$ cat src/rtl/axi_wdata_order_ctrl.sv
// axi_wdata_order_ctrl
// Write-data channel scheduler for a multi-master AXI slave port. Each accepted
// AW transfer pushes its one-hot grant into a small FIFO. The W channel is
// granted to the master at the FIFO head until that master's WLAST beat
// handshakes. Write data therefore follows AW acceptance order, and bursts are
// never interleaved.
//
// Handshake semantics: a transfer occurs on a rising AXI_CLK edge when VALID
// and READY are both high for the same master. An AW transfer counts only for
// the master selected by AWGRANT. A W transfer counts only for the master
// selected by WGRANT. Only the W beat carrying WLAST changes state. VALID/READY
// from masters that are not selected are ignored.

module axi_wdata_order_ctrl #(
    parameter int NUM   = 3,
    parameter int DEPTH = 4,
    parameter int W_CNT = 3
) (
    input  logic             AXI_CLK,
    input  logic             AXI_RST,
    input  logic [NUM-1:0]   AWGRANT,
    input  logic [NUM-1:0]   AWVALID,
    input  logic [NUM-1:0]   AWREADY,
    input  logic [NUM-1:0]   WVALID,
    input  logic [NUM-1:0]   WREADY,
    input  logic [NUM-1:0]   WLAST,
    output logic [NUM-1:0]   WGRANT,
    output logic             AW_FULL,
    output logic [W_CNT-1:0] OCCUPANCY,
    output logic             OVERFLOW,
    output logic             GRANT_ERR
);

    localparam int PW = (DEPTH > 1) ? $clog2(DEPTH) : 1;
    localparam logic [W_CNT-1:0] CNT_FULL = W_CNT'(DEPTH);

    logic [NUM-1:0]   mem [DEPTH];
    logic [PW-1:0]    wp;
    logic [PW-1:0]    rp;
    logic [W_CNT-1:0] cnt;

    logic aw_hs;
    logic w_last_hs;
    logic full;
    logic empty;
    logic push;
    logic pop;
    logic grant_bad;

    // Handshake decode, push/pop qualification and one-hot check of AWGRANT
    always_comb begin
        aw_hs     = |(AWGRANT & AWVALID & AWREADY);
        w_last_hs = |(WGRANT & WVALID & WREADY & WLAST);
        full      = (cnt == CNT_FULL);
        empty     = (cnt == '0);
        pop       = w_last_hs && !empty;
        // A pop in the same cycle frees the slot, so a full FIFO still accepts
        push      = aw_hs && (!full || pop);
        grant_bad = (AWGRANT == '0) || ((AWGRANT & (AWGRANT - 1'b1)) != '0);
    end

    // Grant storage; contents need no reset because cnt qualifies every read
    always_ff @(posedge AXI_CLK) begin
        if (!AXI_RST && push) begin
            mem[wp] <= AWGRANT;
        end
    end

    // Pointers, occupancy count and sticky error flags
    always_ff @(posedge AXI_CLK) begin
        if (AXI_RST) begin
            wp        <= '0;
            rp        <= '0;
            cnt       <= '0;
            OVERFLOW  <= 1'b0;
            GRANT_ERR <= 1'b0;
        end else begin
            if (push) begin
                wp <= wp + 1'b1;
            end
            if (pop) begin
                rp <= rp + 1'b1;
            end
            case ({push, pop})
                2'b10:   cnt <= cnt + 1'b1;
                2'b01:   cnt <= cnt - 1'b1;
                default: cnt <= cnt;
            endcase
            if (aw_hs && full && !pop) begin
                OVERFLOW <= 1'b1;
            end
            if (push && grant_bad) begin
                GRANT_ERR <= 1'b1;
            end
        end
    end

    // Outputs decoded from registered state only
    always_comb begin
        WGRANT    = empty ? '0 : mem[rp];
        AW_FULL   = full;
        OCCUPANCY = cnt;
    end

endmodule

$ cat config.mk
export PLATFORM = sky130hd
export DESIGN_NAME = axi_wdata_order_ctrl
export DESIGN_NICKNAME = d
export VERILOG_FILES = /design/src/rtl/axi_wdata_order_ctrl.sv
export SDC_FILE = /design/constraint.sdc
export NUM_CORES = 1
export LEC_CHECK = 0
export ABC_AREA = 1
export ABC_CLOCK_PERIOD_IN_PS = 3100
export CAP_MARGIN = 20
export CORE_MARGIN = 2
export CORE_UTILIZATION = 30
export CTS_BUF_LIST = sky130_fd_sc_hd__clkbuf_16
export DETAILED_ROUTE_END_ITERATION = 12
export SLEW_MARGIN = 15
export SYNTH_ARGS = -nofsm -noshare
export SYNTH_HDL_FRONTEND = slang
export SYNTH_SLANG_ARGS = --single-unit
$ cat constraint.sdc
create_clock -name AXI_CLK -period 3.1 [get_ports AXI_CLK]
set_input_delay 0.465 -clock AXI_CLK [delete_from_list [all_inputs] [get_ports AXI_CLK]]
set_output_delay 0.465 -clock AXI_CLK [all_outputs]
set_load 0.05 [all_outputs]
==> flow_summary.toml <==
[synthesis]
synth_edf_count = 12
netlist_area_um2 = 1185
synth-xor-area-share_pct = 0
yosys.area_share.simple_pct = 28.41
netlist_top_cells_area = "edfxtp_1 30%, dfxtp_1 19%, inv_1 10%"
synth_compound_gate_area_share_pct = 5.913
ys_ff_latch = 23
synth_top_family_by_area = "simple AND/OR/NAND/NOR gates"
synthAdderAreaFrac_pct = 5.913
synth_common_cells = "32 x inv_1, 25 x nand2_1, 16 x nand3_1, 15 x nor2_1, 12 x edfxtp_1"
synth.distinct_cells = 22
synthCells = 146
synth.area.mux_share_pct = 0
synth.most_common_cell = "inv_1"
yosys.area.top_type = "edfxtp_1"
synthArstFlopShare_pct = 0
yosys_most_used_dff = "edfxtp_1"
synth_nets = 171
syn_avg_cell_area_um2 = 8.116
yosysSeqAreaShare_pct = 49.00
ys_warn_count = 0
netlist.area_leader.share_pct = 30.41

[grt]
grt_pass1_wl_um = 3870
track_usage_pct = 11.41
grt_max_degree = 15
grt_pass1_vias = 959
globalRouteOverflowTotal = 0
antenna_found_initial = 0

[pwr]
total_power_mw = 0.8495
p_leak_nw = 0.7135
ir_drop_mv = 0.2279
powerDensity_nw_per_um2 = 528.4

[floorplanning]
num_rows = 22
start_util_pct = 31.89
die_y_um = 66.85
core-area_um2 = 3716
die_x_um = 66.85
dieArea_um2 = 4468
ios = 29

[cells_and_area]
nNetsFinal = 204
nFillCells = 380
drive_gt1_share_pct = 8.989
num_antenna_cells = 0
area.growth.synth_to_final_pct = 35.69
final_cell_area_um2 = 1608

[timing]
worst_pin_slew_ns = 0.5351
tns_ns = 0
finalCritPeriodShare_pct = 79.44
skew_ns = 0.002878
max_freq_ghz = 0.4060
holdWs_ns = 0.4575
finalSetupViolCount = 0
relSlewSlack_pct = 64.05
rsz0062_at_grt = "no"
slew_violations = 0
hold_violations = 0
period_needed_ns = 2.463

[worst_setup_path]
cp.required_ns = 2.63
start_kind = "register"
worstPathMaxFanout = 5
end_kind = "output pin"
crit_arrival_ns = 2.00
path_cells = "nor3_1 -> clkdlybuf4s50_1"
reg2reg_slack_ns = 1.12
slowest_stage = "clkdlybuf4s50_1"
criticalPathCategory = "reg2out"
cpPeakStageDelay_ns = 0.90

[drt]
first_pass_iters = 4
drt-total-wl_um = 2261
via_per_inst = 4.416
wire_per_inst_um = 10.00
num_vias = 998
ant_nets = 0
first_iter_violations = 53
drc = 0

[clock_network]
holdBufCountCts = 0
postCtsSetupBuffers = 0
clock_latency_ns = 0.25
clock-root-buffer = "clkbuf_16"
cts.sinks = 23
cts.path.max_buffers = 2
cts_tree = "built"
path_clk_slew_ns = 0.06
htreeDepth = 1
cts_buffers = 3
post_cts_resized = 0

[placement]
place_area_um2 = 1525
hpwl_um = 1931
place.gp.congestion = 0.7744
portBuffers = 28

[run_status]
status = "finished, final reports clean"

[hold_path]
hp-class = "reg2reg"

[run]
maxCapViolations = 0
## sequential cells by signal, indices dropped and copies added, names as in the netlist, named ones only
signal	flops
GRANT_ERR	1
OCCUPANCY	3
OVERFLOW	1
mem	12
rp	2
wp	2
## final timing paths
kind	startpoint	to	cells past startpoint
hold / removal	GRANT_ERR	GRANT_ERR	2
hold reg to reg	GRANT_ERR	GRANT_ERR	2
setup / recovery	OCCUPANCY[0]	AW_FULL	2
setup reg to reg	register	OCCUPANCY[2]	14
## placed cells by master (no fill, tap or decap)
master	count
o21ai_0	5
o21ai_2	1
inv_1	32
dfxtp_1	11
nand2_2	2
and3b_1	1
and3_1	2
clkbuf_16	3
nor2_1	15
nand2_1	25
a31oi_1	1
nand2_4	1
clkinvlp_4	1
fa_1	1
nor2_2	4
clkdlybuf4s50_1	28
edfxtp_1	12
nand3_1	16
nand4_1	1
a21oi_1	5
nand3_2	2
ha_1	4
nor3_1	2
inv_2	2
o21ai_1	1
## cell type report
| cell class | count | area [um2] | area share, % |
|---|---|---|---|
| clock buffers | 3 | 75.07 | 4.669 |
| clock inverters | 1 | 7.507 | 0.4669 |
| inverters | 34 | 127.6 | 7.938 |
| multi-input cells | 89 | 476.7 | 29.65 |
| flip-flops and latches | 23 | 580.6 | 36.11 |
| well taps | 48 | 60.06 | 3.735 |
| repair buffers | 28 | 280.3 | 17.43 |
## worst max-delay path, delay by kind of cell, from the launching register on
family,cells,cell delay [ns]
AND/OR/NAND/NOR,1,0.49
flip-flops,1,0.36
buffers and inverters,1,0.90
## where the power goes
part	internal [mW]	switching (mW)	leakage [nW]
Sequential	0.338	0.0150	0.199
Clock	0.174	0.0988	0.0371
Combinational	0.0829	0.140	0.478
Total	0.596	0.254	0.713
## kinds of logic after synthesis
logic type	after synthesis
AO/OA/AOI/OAI	13
adder cells (fa/ha/maj)	5
buffers and inverters	34
flip-flops	23
AND/OR/NAND/NOR	71
## per-layer routing
| metal | part of all wire [%] | track usage, % | up-vias |
|---|---|---|---|
| li1 | - | - | 526 |
| met1 | 43 | 12.55 | 447 |
| met2 | 51 | 22.00 | 23 |
| met3 | 4.8 | 1.182 | 2 |
| met4 | 1.2 | 4.592 | 0 |
| met5 | 0 | 0 | - |
## metrics by stage
step | std cells | setup WS (ns) | util [%]
final | 226 | 0.6372 | 43.27
after global routing | 226 | 0.5101 | 43.27
after CTS | 226 | 0.6223 | 43.27
after detailed placement | 222 | 0.6282 | 41.04
after global placement | 222 | 0.6965 | 41.04
after floorplan | 146 | 0.4127 | -
Power figures use the tool's default switching activity.
